`config.mk`:
```
export PLATFORM = sky130hd
export DESIGN_NAME = rom_load_sequencer
export DESIGN_NICKNAME = d
export VERILOG_FILES = /design/src/rtl/rom_load_sequencer.sv
export SDC_FILE = /design/constraint.sdc
export NUM_CORES = 1
export LEC_CHECK = 0
export ABC_AREA = 1
export BUFFER_PORTS_ARGS = -buffer_cell sky130_fd_sc_hd__buf_2
export CORE_UTILIZATION = 30
export CTS_CLUSTER_DIAMETER = 150
export DETAILED_ROUTE_END_ITERATION = 10
export GPL_ROUTABILITY_DRIVEN = 0
export GPL_TIMING_DRIVEN = 0
export PLACE_DENSITY = 0.48
export RECOVER_POWER = 100
export SLEW_MARGIN = 10
export SYNTH_ARGS = -nofsm -noshare
export SYNTH_HDL_FRONTEND = slang
export SYNTH_SLANG_ARGS = --single-unit
```
`constraint.sdc`:
```
create_clock -name clk_sys -period 2.8 [get_ports clk_sys]
set_clock_uncertainty 0.15 [all_clocks]
set_input_delay 0.28 -clock clk_sys [delete_from_list [all_inputs] [get_ports clk_sys]]
set_output_delay 0.28 -clock clk_sys [all_outputs]
set_load 0.05 [all_outputs]
```
`src/rtl/rom_load_sequencer.sv`:
```
`default_nettype none
// ============================================================================
// rom_load_sequencer: routes the HPS ioctl ROM stream to four ROM regions and
// holds the Sprint 2 core in reset during and shortly after the download.
// Revision: 1.0
// ============================================================================
module rom_load_sequencer #(
  parameter logic [16:0] R0_BASE     = 17'h00000,
  parameter logic [16:0] R1_BASE     = 17'h02000,
  parameter logic [16:0] R2_BASE     = 17'h02800,
  parameter logic [16:0] R3_BASE     = 17'h03000,
  parameter logic [16:0] END_ADDR    = 17'h03200,
  parameter int unsigned HOLD_CYCLES = 1024
) (
  input  logic        clk_sys,
  input  logic        reset,
  input  logic        ioctl_download,
  input  logic        ioctl_wr,
  input  logic [24:0] ioctl_addr,
  input  logic [7:0]  ioctl_dout,
  output logic [3:0]  rom_we,
  output logic [16:0] rom_addr,
  output logic [7:0]  rom_data,
  output logic        core_reset,
  output logic        busy,
  output logic        loaded,
  output logic [16:0] byte_count,
  output logic [7:0]  checksum,
  output logic        oob_err
);

  localparam int unsigned      CW        = $clog2(HOLD_CYCLES + 1);
  localparam logic [CW-1:0]    HOLD_LOAD = CW'(HOLD_CYCLES);
  localparam logic [16:0]      COUNT_MAX = 17'h1FFFF;
  // Ascending region boundaries; entry i+1 is the exclusive end of region i.
  localparam logic [4:0][16:0] BOUNDS    = {END_ADDR, R3_BASE, R2_BASE, R1_BASE, R0_BASE};

  typedef enum logic [1:0] {
    S_IDLE = 2'd0,
    S_LOAD = 2'd1,
    S_HOLD = 2'd2,
    S_RUN  = 2'd3
  } state_t;

  state_t        state_q;
  logic [CW-1:0] hold_q;
  logic [3:0]    rom_we_q;
  logic [16:0]   rom_addr_q;
  logic [7:0]    rom_data_q;
  logic          core_reset_q;
  logic          busy_q;
  logic          loaded_q;
  logic [16:0]   byte_count_q, byte_count_d;
  logic [7:0]    checksum_q, checksum_d;
  logic          oob_q, oob_d;

  logic [16:0]   addr_lo;
  logic          addr_hi_ok;
  logic [4:0]    ge;
  logic [3:0]    hit;
  logic [16:0]   offset;
  logic [17:0]   diff;
  logic          accept;
  logic          start;
  logic          write_ok;

  assign addr_lo    = ioctl_addr[16:0];
  assign addr_hi_ok = (ioctl_addr[24:17] == 8'd0);

  // Borrow-based compares avoid constant-folded "x >= 0" tests when R0_BASE is 0.
  always_comb begin
    ge     = '0;
    hit    = '0;
    offset = '0;
    diff   = '0;
    for (int i = 0; i < 5; i++) begin
      diff  = {1'b0, addr_lo} - {1'b0, BOUNDS[i]};
      ge[i] = ~diff[17];
    end
    for (int i = 0; i < 4; i++) begin
      hit[i] = addr_hi_ok & ge[i] & ~ge[i+1];
      if (hit[i]) begin
        offset = addr_lo - BOUNDS[i];
      end
    end
  end

  assign accept   = ioctl_wr & ioctl_download;
  assign start    = ioctl_download & (state_q != S_LOAD);
  assign write_ok = accept & (|hit);

  // A byte on the entry cycle counts against the freshly cleared statistics.
  always_comb begin
    byte_count_d = start ? 17'd0 : byte_count_q;
    checksum_d   = start ? 8'd0  : checksum_q;
    oob_d        = start ? 1'b0  : oob_q;
    if (write_ok) begin
      if (byte_count_d != COUNT_MAX) begin
        byte_count_d = byte_count_d + 17'd1;
      end
      checksum_d = checksum_d + ioctl_dout;
    end else if (accept) begin
      oob_d = 1'b1;
    end
  end

  always_ff @(posedge clk_sys) begin
    if (reset) begin
      state_q      <= S_IDLE;
      hold_q       <= '0;
      rom_we_q     <= 4'd0;
      rom_addr_q   <= 17'd0;
      rom_data_q   <= 8'd0;
      core_reset_q <= 1'b1;
      busy_q       <= 1'b0;
      loaded_q     <= 1'b0;
      byte_count_q <= 17'd0;
      checksum_q   <= 8'd0;
      oob_q        <= 1'b0;
    end else begin
      rom_we_q     <= write_ok ? hit : 4'd0;
      if (write_ok) begin
        rom_addr_q <= offset;
        rom_data_q <= ioctl_dout;
      end
      byte_count_q <= byte_count_d;
      checksum_q   <= checksum_d;
      oob_q        <= oob_d;

      case (state_q)
        S_IDLE: begin
          if (ioctl_download) begin
            state_q  <= S_LOAD;
            busy_q   <= 1'b1;
            loaded_q <= 1'b0;
          end
        end
        S_LOAD: begin
          if (!ioctl_download) begin
            state_q <= S_HOLD;
            hold_q  <= HOLD_LOAD;
          end
        end
        S_HOLD: begin
          if (ioctl_download) begin
            state_q  <= S_LOAD;
            loaded_q <= 1'b0;
          end else begin
            hold_q <= hold_q - 1'b1;
            if (hold_q == {{(CW-1){1'b0}}, 1'b1}) begin
              busy_q   <= 1'b0;
              loaded_q <= (byte_count_q == END_ADDR) && !oob_q;
              if (byte_count_q == 17'd0) begin
                state_q <= S_IDLE;
              end else begin
                state_q      <= S_RUN;
                core_reset_q <= 1'b0;
              end
            end
          end
        end
        S_RUN: begin
          if (ioctl_download) begin
            state_q      <= S_LOAD;
            busy_q       <= 1'b1;
            loaded_q     <= 1'b0;
            core_reset_q <= 1'b1;
          end
        end
        default: begin
          state_q      <= S_IDLE;
          core_reset_q <= 1'b1;
          busy_q       <= 1'b0;
        end
      endcase
    end
  end

  assign rom_we     = rom_we_q;
  assign rom_addr   = rom_addr_q;
  assign rom_data   = rom_data_q;
  assign core_reset = core_reset_q;
  assign busy       = busy_q;
  assign loaded     = loaded_q;
  assign byte_count = byte_count_q;
  assign checksum   = checksum_q;
  assign oob_err    = oob_q;

endmodule
`default_nettype wire

```
* After elaboration in Yosys (flattened, before gate mapping)
Cells that the tools add are included.
Word-level totals: flip-flop bits (word level) 71, output and inout bits 58, logic and storage cells 98
Cells by class: $add $sub $neg 10, equal/unequal tests 14, mux-type cells 33, bitwise logic cells 14, reduce and logical (&&, ||, !) cells 16
Operators by type and width (count):
- 17-bit two-way mux | 7
- 17-bit by 14-bit subtractor with 18-bit output, second input constant | 4
- 17-bit by 14-bit subtractor with 17-bit output, second input constant | 3
- 11-bit two-way mux | 2
- 11-bit case mux with 2 select lines | 1
- 17-bit by 1-bit adder with 17-bit output, second input constant | 1
- 17-bit by 14-bit == test with 1-bit output, second input constant | 1
- 17-bit logical NOT | 1
- 17-bit inequality test, second input constant | 1
- 8-bit two-way mux | 2
- 1-bit two-way mux | 12
- 11-bit by 1-bit == test with 1-bit output, second input constant | 1
- 11-bit by 1-bit subtractor with 11-bit output, second input constant | 1
- 1-bit bitwise AND | 10
- 2-bit two-way mux | 5
- 2-bit inequality test, second input constant | 5
- 3-bit AND reduction | 3
- 8-bit adder | 1
- 8-bit logical NOT | 1
- 1-bit case mux with 2 select lines | 3
- 2-bit case mux with 3 select lines | 1
- 2-bit nonzero test | 3
- 5-bit AND reduction | 1
- 2-bit == test, second input constant | 2
- 10 further kinds | 15

* Longest topological paths before layout
Gate-level depths: netlist (run 1).
depth in word-level cells 8, mapped depth 18, depth with buffers taken out 17

* Worst setup path after synthesis (run 1)
No wires, ideal clock.
path kind register -> register, from register state_q[0], to register byte_count_q[0] (netlist: byte_count[0]), library setup time 0.113 ns, arrival 2.285 ns, data required time 2.537 ns, slack 0.252 ns, cell stages (with the launch flop) 17, period minus slack after synthesis 2.548 ns, cell sequence dfxtp_1 -> ha_1 -> inv_2 -> nand2_2 -> inv_1 -> buf_2 -> nor2_1 -> ha_1 -> nand2_1 -> inv_1 -> nand3_1 -> nor2_1 -> nand4_1 -> nor2_1 -> nor2_1 -> nor2_1 -> nor2_1
Between the ends: word-level cells in the longest chain between the ends 6
RTL lines:
- from (decl) | line 45 | state_t state_q;
- from (signal assigned) | line 109 | state_q <= S_IDLE;
- from (signal assigned) | line 133 | state_q <= S_LOAD;
- from (signal assigned) | line 140 | state_q <= S_HOLD;
- 2-bit by 1-bit inequality test with 1-bit output * | line 89 | assign start = ioctl_download & (state_q != S_LOAD);
- 1-bit bitwise AND * | line 89
- 17-bit two-way mux * | line 94 | byte_count_d = start ? 17'd0 : byte_count_q;
- 17-bit by 1-bit adder with 17-bit output or 17-bit inequality test (tied branches) | line 99, 98
- 17-bit two-way mux | line 98 | if (byte_count_d != COUNT_MAX) begin
- 17-bit two-way mux * | line 97 | if (write_ok) begin
- to (signal assigned) | line 126 | byte_count_q <= byte_count_d;
- to (decl) | line 53 | logic [16:0] byte_count_q, byte_count_d;
Mark *: on every way between the ends. The rest lies on a longest branch, timed or not. A chain may end at the register's enable or synchronous reset.

* Final worst setup path (run 1)
from register state_q[0], to register byte_count_q[9] (netlist: byte_count[9])
Same word-level chain as after synthesis.

==> results.toml, run 1 <==
[run_status]
run_status = "finished clean"

[worst_setup_path]
ff2ff_path_depth = 16
reg2reg_to = "byte_count[9]"
critPathLaunchType = "flip-flop"
crit_path_max_fanout = 10
worstSetupEndpointType = "flip-flop"
cp_data_required_time_ns = 2.92
r2r_start = "state_q[0]"
criticalPathCategory = "flip-flop to flip-flop"
crit_arrival_ns = 2.74
rrSetupSlack_ns = 0.18

[cts]
cts_tree = "yes"
h-tree-depth = 3
cts_made_buffers = 9
clock_path_buffers = 2
cts.sinks = 71
clock_latency_ns = 0.34
clockRootBuffer = "clkbuf_16"
clkTransAtPathRegs_ns = 0.06

[placed_design]
hpwl_um = 9589
place_ws_ns = -0.3999
dp_cells = 944
port_buffers = 94

[layout]
antenna_cells = 0
fillCellCount = 1557
final_layout_size_suffix_gt1_share_pct = 12.24
ff_latch_area_sq_um = 1421
area.growth.synth_to_final_pct = 23.45
fin_nets = 838
finalNonFillerCells = 964
multi_input_area_sq_um = 2457

[timing]
max_slew_margin_pct = 55.55
final_hold_viol_count = 0
final.setup.tns_ns = 0
fmax_ghz = 0.3818
setup_violations = 0
setup_ws_ns = 0.1807
worstMarginPinSlew_ns = 0.6668
slew_viol_final = 0
final.period_utilization_pct = 93.55
min_period_ns = 2.619

[floorplan]
fp-row-count = 43
core_sq_um = 13990
io_pins = 95
start_util_pct = 31.09
chipHeight_um = 122.4
dieWidth_um = 122.4
die-area_sq_um = 14980

[synthesis]
yosys.area.top_type = "dfxtp_1"
ys.flop_type = "dfxtp_1"
synth_enable_flop_cells = 0
ys_ff_latch = 71
netlist_area_sq_um = 4349
ys_seq_area_share_pct = 32.68
synth_top_area_share_pct = 32.68
syn_avg_cell_area_sq_um = 6.491
yosysMostFrequentCell = "nand2_1"
synth.top_cells.by_area = "dfxtp_1, nand2_1, nor2_1"
async_flop_share_pct = 0
yosysUniqueCellTypes = 34
synth_commonest_cells = "nand2_1, nor2_1, inv_1, dfxtp_1, nand3_1"
synth_nets = 728
synthCells = 670
yosys_warnings = 0

[global_routing]
track_usage_pct = 17.96
antenna_found_initial = 0
grt_max_degree = 13
grt-ovfl-total = 0
grt_pass1_vias = 4195
grt_pass1_wl_um = 20730

[drt]
num_vias = 4538
ant_nets = 0
first_pass_iters = 6
avgViaCountPerCell = 4.707
drt-initial-drc-count = 291
wl_per_cell_um = 13.34
routed_wl_um = 12860
drc = 0

[power]
p_per_area_nw_per_um2 = 602.2
ir_drop_mv = 0.3349
leakagePower_uw = 0.002402

[worst_hold_path]
hold_path.class = "input port to flip-flop"
min_from = "ioctl_addr[7]"
min_to = "rom_addr[7]"
holdPathStages = 3

[flow_run]
maxCapViolations = 0
[metrics by stage]
stage / util [%] / power [uW] / instance area (sq um) / hold WS, ns
4_1_cts: 38.82 / 3258 / 5430 / 0.02856
3_5_place_dp: 36.06 / 1891 / 5045 / 0.3027
3_3_place_gp: 36.06 / 1887 / 5045 / 0.2897
6_report: 38.38 / 3233 / 5369 / 0.03873
5_1_grt: 38.38 / 3414 / 5369 / 0.04082
2_1_floorplan: - / 1706 / 4349 / 0.1991
[sequential cells by signal, summed over array words and instances, names as in the netlist]
| signal | count |
|---|---|
| loaded | 1 |
| hold_q | 11 |
| state_q | 2 |
| checksum | 8 |
| core_reset | 1 |
| oob_err | 1 |
| busy | 1 |
| byte_count | 17 |
| rom_we | 4 |
| rom_data | 8 |
| rom_addr | 17 |
[cell usage in the layout (no fill, tap or decap), types with 2 or more instances in the layout]
| master | synthesis | routed |
|---|---|---|
| a21o_1 | 2 | 2 |
| a21oi_1 | 33 | 35 |
| a21oi_2 | 5 | 4 |
| a31oi_1 | 2 | 2 |
| buf_2 | 5 | 39 |
| buf_4 | 1 | 7 |
| buf_6 | 7 | 4 |
| buf_8 | 2 | 2 |
| bufinv_16 | 0 | 3 |
| clkbuf_1 | 7 | 66 |
| clkbuf_16 | 0 | 9 |
| clkbuf_2 | 0 | 3 |
| dfxtp_1 | 71 | 71 |
| ha_1 | 20 | 18 |
| inv_1 | 86 | 87 |
| inv_2 | 3 | 2 |
| nand2_1 | 146 | 148 |
| nand2_2 | 6 | 3 |
| nand3_1 | 55 | 55 |
| nand4_1 | 20 | 20 |
| nor2_1 | 125 | 121 |
| nor2_2 | 2 | 3 |
| nor2_4 | 2 | 5 |
| nor3_1 | 9 | 9 |
| o21ai_0 | 36 | 38 |
| or2_2 | 2 | 2 |
| xnor2_1 | 2 | 2 |
| xor2_1 | 10 | 10 |
[worst max-delay path, stage by stage, from the launching register on]
cell     delay, ns
dfxtp_1       0.37
ha_1          0.18
inv_2         0.06
nand2_4       0.09
inv_1         0.06
buf_4         0.19
nor2_4        0.16
ha_4          0.17
nand2_1       0.05
inv_1         0.10
nand3_4       0.11
nor2_4        0.13
nand3_2       0.17
buf_2         0.26
nand3_1       0.10
nand2_1       0.06
a21oi_1       0.13
[layout make-up]
cell class	count	area share, %
multi-input combinational	488	45.77
sequential	71	26.47
timing repair buffer	99	8.087
inverter	89	6.222
clock buffer	10	4.451
tap	180	4.195
buffer	22	2.820
clock inverter	5	1.981
[metal layers]
metal | vias to the layer above | track usage, % | wire [um]
met3 | 23 | 3.485 | 677
li1 | 2358 | - | -
met4 | 0 | 7.393 | 238
met1 | 2024 | 23.76 | 6143
met5 | - | 0 | 0
met2 | 133 | 28.44 | 5801
[report_power, final]
group / total, uW / switching, uW / internal (uW)
registers: 1160 / 65.7 / 1090
clock network: 1350 / 462 / 891
logic: 723 / 478 / 245
total: 3230 / 1010 / 2230
[cells by family after synthesis]
| family | share of synthesized area (%) |
|---|---|
| adder cells (fa/ha/maj) | 6.214 |
| XOR/XNOR | 2.417 |
| AO/OA/AOI/OAI | 10.64 |
| flip-flops | 32.68 |
| AND/OR/NAND/NOR | 36.51 |
| buffers and inverters | 11.54 |
[how the worst max path moves through the flow]
stage                          start             end  cells after the start
after CTS                 state_q[1]  byte_count[14]                     17
after global placement    state_q[0]   byte_count[0]                     16
after detailed placement  state_q[1]   byte_count[0]                     17
after floorplan           state_q[0]   byte_count[0]                     16
final                     state_q[0]   byte_count[9]                     16
after global routing      state_q[1]   byte_count[9]                     17
[repair_timing]
action                                  CTS  global route
pin swaps                                 2             2
gates cloned                              0             0
buffers inserted                          1             4
endpoints found under the hold margin     0             0
hold buffers                              0             0
resized for setup                         9            10
endpoints found under the setup margin   17            18
Power figures use the tool's default switching activity.
==> run 2, diff against run 1 <==
--- a/config.mk
+++ b/config.mk
@@ -7,12 +7,12 @@
 export LEC_CHECK = 0
 export ABC_AREA = 1
 export BUFFER_PORTS_ARGS = -buffer_cell sky130_fd_sc_hd__buf_2
-export CORE_UTILIZATION = 30
+export CORE_UTILIZATION = 55
 export CTS_CLUSTER_DIAMETER = 150
 export DETAILED_ROUTE_END_ITERATION = 10
 export GPL_ROUTABILITY_DRIVEN = 0
 export GPL_TIMING_DRIVEN = 0
-export PLACE_DENSITY = 0.48
+export PLACE_DENSITY = 0.8
 export RECOVER_POWER = 100
 export SLEW_MARGIN = 10
 export SYNTH_ARGS = -nofsm -noshare
==> results.toml, run 2 (synthesis gave the netlist of run 1 again) <==
[cts]
h-tree-depth = 3
cts_tree = "yes"
cts_made_buffers = 9
clkTransAtPathRegs_ns = 0.08
clock_path_buffers = 2
clock_latency_ns = 0.35
cts.sinks = 71
clockRootBuffer = "clkbuf_8"

[layout]
fin_area_sq_um = 5106
antenna_cells = 0
fillCellCount = 745
final_cell_mix = "nand2_1, nor2_1, inv_1, dfxtp_1, clkbuf_1"
utilization_pct = 66.42
ff_latch_area_sq_um = 1424
final_layout_size_suffix_gt1_share_pct = 12.13
multi_input_area_sq_um = 2459
area.growth.synth_to_final_pct = 17.41
fin_nets = 837
final_common_cell = "nand2_1"

[global_routing]
grt_use_met3_pct = 5.724
grt-ovfl-total = 0
antenna_found_initial = 0
grt-busiest-layer = "met2"
grt_max_degree = 13
met2_usage_pct = 51.64
grt_pass1_wl_um = 20060
grtUsageMet1_pct = 35.62
track_usage_pct = 30.11
grt_pass1_vias = 4512

[worst_setup_path]
criticalPathCategory = "flip-flop to flip-flop"
critPathSlowestCell = "dfxtp_2"
cp_data_required_time_ns = 2.89
r2r_start = "state_q[1]"
worst-path-buf-inv = 5
cpPeakStageDelay_ns = 0.34
crit_family = "simple AND/OR/NAND/NOR gates"
crit_arrival_ns = 2.68
crit_path_max_fanout = 10
reg2reg_to = "byte_count[0]"
worstSetupEndpointType = "flip-flop"
ff2ff_path_depth = 17
crit_chain = "inv_1, ha_1, inv_2, nand2_4, inv_1, buf_4, nor2_4, ha_4, nand2_1, inv_1, nand3_4, nor2_2, nand4_1, nor2_1, nor2_1, nor2_1, nor2_1"
critPathLaunchType = "flip-flop"
path_common_cell = "nor2_1"
rrSetupSlack_ns = 0.21

[worst_hold_path]
min_from = "ioctl_addr[0]"
min_to = "rom_addr[0]"
holdPathStages = 3
hold_path.class = "input port to flip-flop"

[power]
ir_drop_mv = 0.2430
p_comb_share_pct = 26.7
p_per_area_nw_per_um2 = 523.6
leakagePower_uw = 0.002316
pwr-share-clk_pct = 29.9
switchingPower_uw = 940.2
p_int_uw = 1733
seqPwrFrac_pct = 43.4
swShare_pct = 35.17
power_uw = 2673

[timing]
setup_violations = 0
worstMarginPinSlew_ns = 0.6599
setup_ws_ns = 0.2145
min_period_ns = 2.586
final_hold_viol_count = 0
fmax_ghz = 0.3868
fin_hold_ws_ns = 0.03469
slew_viol_final = 0
rsz0062_at_grt = "no"
final.period_utilization_pct = 92.34
max_slew_margin_pct = 56.19

[drt]
num_vias = 4769
ant_nets = 0
wl_per_cell_um = 13.70
first_pass_iters = 5
avgViaCountPerCell = 5.389
drt-initial-drc-count = 380
drc = 0
routed_wl_um = 12120

[floorplan]
start_util_pct = 56.58
dieWidth_um = 90.93
fp-row-count = 32
chipHeight_um = 90.93
core_sq_um = 7687
io_pins = 95
die-area_sq_um = 8267

[placed_design]
placed_area_sq_um = 4947
hpwl_um = 8907
place_ws_ns = -0.3750
port_buffers = 94

[run_status]
run_status = "finished clean"

[flow_run]
maxCapViolations = 0
## run 2: changes by cell type in the layout (fill, tap and decap cells not counted), moves of 2 or more
cell / delta
clkbuf_16: -9
clkbuf_8: +8
buf_2: -2
bufinv_16: -2
clkinv_2: +2
clkinvlp_4: +2
dfxtp_1: -2
dfxtp_2: +2
## run 2: final cells by class
type                       instances  share of cell area [%]
inverter                          89                   6.543
clock inverter                     6                   1.225
buffer                            21                   2.793
multi-input combinational        488                   48.15
clock buffer                       9                   2.426
sequential                        71                   27.89
timing repair buffer              99                   8.478
tap                              102                   2.499
## run 2: repair_timing
item	in CTS	in global routing
pin swaps	1	5
hold buffers	1	0
hold endpoints to repair	1	0
endpoints found under the setup margin	17	19
buffers inserted	1	3
resized for setup	11	9
## run 2: tightest hold or removal path, stage by stage
cell	delay [ns]
buf_2	0.07
o21ai_0	0.08
nor2_1	0.08
## run 2: power by group through the flow
stage	Sequential (uW)	Combinational [uW]	Clock [uW]
after floorplan	1210	493	0
after global placement	1170	684	0
after detailed placement	1180	707	0
after CTS	1160	718	806
after global routing	1170	820	851
final	1160	714	801
## run 2: metal layers
metal	vias to the layer above	share of wire (%)	wire, um
li1	2354	-	-
met1	2178	42	5132
met2	197	49	5916
met3	40	6.0	729
met4	0	2.8	343
met5	-	0	0
## run 2: metrics by stage
stage	cells	TNS, ns
floorplan	670	0
CTS	883	0
global placement	866	-2.987
global route	885	0
detailed placement	866	-4.895
finish	885	0
## run 2: how the worst max path moves through the flow
| stage | end | slack (ns) | depth (start not counted) | startpoint |
|---|---|---|---|---|
| 2_1_floorplan | byte_count[0] | 0.25 | 16 | state_q[0] |
| 6_report | byte_count[0] | 0.21 | 17 | state_q[1] |
| 3_5_place_dp | byte_count[11] | -0.38 | 16 | state_q[0] |
| 3_3_place_gp | byte_count[11] | -0.27 | 16 | state_q[0] |
| 5_1_grt | byte_count[1] | 0.04 | 18 | state_q[1] |
| 4_1_cts | byte_count[11] | 0.007 | 16 | state_q[0] |
==> run 3, diff against run 2 <==
--- a/config.mk
+++ b/config.mk
@@ -7,6 +7,7 @@
 export LEC_CHECK = 0
 export ABC_AREA = 1
 export BUFFER_PORTS_ARGS = -buffer_cell sky130_fd_sc_hd__buf_2
+export CORE_ASPECT_RATIO = 1.25
 export CORE_UTILIZATION = 55
 export CTS_CLUSTER_DIAMETER = 150
 export DETAILED_ROUTE_END_ITERATION = 10
==> results.toml, run 3 (synthesis gave the netlist of run 1 again) <==
[global_routing]
grt-busiest-layer = "met2"
grt-ovfl-total = 0
grtUsageMet1_pct = 33.52
met2_usage_pct = 51.86
track_usage_pct = 29.39
grt_pass1_vias = 4385
antenna_found_initial = 0
grt_pass1_wl_um = 18990
grt_use_met3_pct = 4.414
grt_max_degree = 15

[layout]
final_common_cell = "nand2_1"
ff_latch_area_sq_um = 1424
finalNonFillerCells = 876
final_layout_size_suffix_gt1_share_pct = 12.76
fillCellCount = 704
area.growth.synth_to_final_pct = 17.23
fin_area_sq_um = 5099
fin_nets = 837
antenna_cells = 0
final_cell_mix = "nand2_1, nor2_1, inv_1, dfxtp_1, clkbuf_1"
multi_input_area_sq_um = 2479

[timing]
min_period_ns = 2.613
fmax_ghz = 0.3827
slew_viol_final = 0
final.period_utilization_pct = 93.32
max_slew_margin_pct = 56.60
final_hold_viol_count = 0
fin_hold_ws_ns = 0.01733
final.setup.tns_ns = 0
setup_violations = 0
worstMarginPinSlew_ns = 0.6538

[flow_run]
maxCapViolations = 0

[worst_setup_path]
criticalPathCategory = "flip-flop to flip-flop"
path_common_cell = "inv_1"
crit_path_max_fanout = 10
cp_data_required_time_ns = 2.94
worstSetupEndpointType = "flip-flop"
crit_arrival_ns = 2.75
crit_family = "adder cells"
critPathSlowestCell = "fa_2"
cpPeakStageDelay_ns = 0.36
crit_chain = "inv_1, ha_1, inv_2, nand2_4, inv_1, buf_4, nor2_2, ha_2, inv_1, fa_2, inv_1, nand4_1, nand3_1, xor2_1, nor2_1, a21oi_1"
critPathLaunchType = "flip-flop"
worst-path-buf-inv = 6

[floorplan]
core_sq_um = 7532
die-area_sq_um = 8269
fp-row-count = 35
dieWidth_um = 81.54
io_pins = 95
start_util_pct = 57.74
chipHeight_um = 101.4

[power]
leakagePower_uw = 0.002308
ir_drop_mv = 0.4393
p_per_area_nw_per_um2 = 522.1

[cts]
cts_tree = "yes"
cts_made_buffers = 9
cts.sinks = 71
clockRootBuffer = "clkbuf_8"
clkTransAtPathRegs_ns = 0.09
h-tree-depth = 3
clock_path_buffers = 2
clock_latency_ns = 0.35

[run_status]
run_status = "finished clean"

[placed_design]
hpwl_um = 8466
dp_cells = 856
placed_area_sq_um = 4935
port_buffers = 94

[drt]
ant_nets = 0
drt-initial-drc-count = 316
routed_wl_um = 11520
drc = 0
num_vias = 4708
wl_per_cell_um = 13.15
avgViaCountPerCell = 5.374
first_pass_iters = 5

[worst_hold_path]
hold_path.class = "input port to flip-flop"
## run 3: path summary, 6_finish.rpt
path / end / slack, ns / depth (start not counted) / from
worst max-delay path: checksum[6] / 0.19 / 16 / state_q[1]
worst min-delay path: rom_addr[3] / 0.02 / 3 / ioctl_addr[3]
worst max register to register: checksum[6] / 0.19 / 16 / state_q[1]
worst min register to register: rom_addr[15] / 0.29 / 2 / rom_addr[15]
## run 3: layout make-up
class | instances | area share [%]
Sequential cell | 71 | 27.93
Clock buffer | 10 | 2.699
Buffer | 22 | 2.528
Multi-Input combinational cell | 488 | 48.61
Inverter | 89 | 6.552
Clock inverter | 6 | 1.031
Timing Repair Buffer | 98 | 8.393
Tap cell | 92 | 2.258
## run 3: routing by layer
layer / share of wire (%) / vias to the layer above
met5: 0 / -
met4: 3.7 / 0
met3: 6.1 / 42
met2: 48 / 195
met1: 42 / 2123
li1: - / 2348
## run 3: what timing repair did
| item | CTS | global route |
|---|---|---|
| gates resized for setup | 8 | 18 |
| endpoints found under the setup margin | 17 | 20 |
| hold buffers | 1 | 0 |
| hold endpoints to repair | 1 | 0 |
| buffers inserted | 1 | 2 |
| pin swaps | 2 | 2 |
## run 3: tightest hold or removal path, delay by kind of cell
| kind | cells | cell delay [ns] |
|---|---|---|
| buf+inv | 1 | 0.07 |
| simple gates | 1 | 0.07 |
| compound gates | 1 | 0.07 |
## run 3: where the power goes
| group | switching [uW] | leakage [uW] | internal, uW |
|---|---|---|---|
| Sequential | 63.5 | 0.000574 | 1090 |
| Combinational | 468 | 0.00164 | 237 |
| Clock | 441 | 0.0000914 | 360 |
## run 3: metrics by stage
stage | utilization [%] | setup WS, ns | power, uW
floorplan | - | 0.2523 | 1706
global placement | 65.52 | -0.2773 | 1854
detailed placement | 65.52 | -0.3060 | 1880
CTS | 68.67 | 0.04607 | 2677
global route | 67.69 | -0.007089 | 2833
finish | 67.69 | 0.1870 | 2662
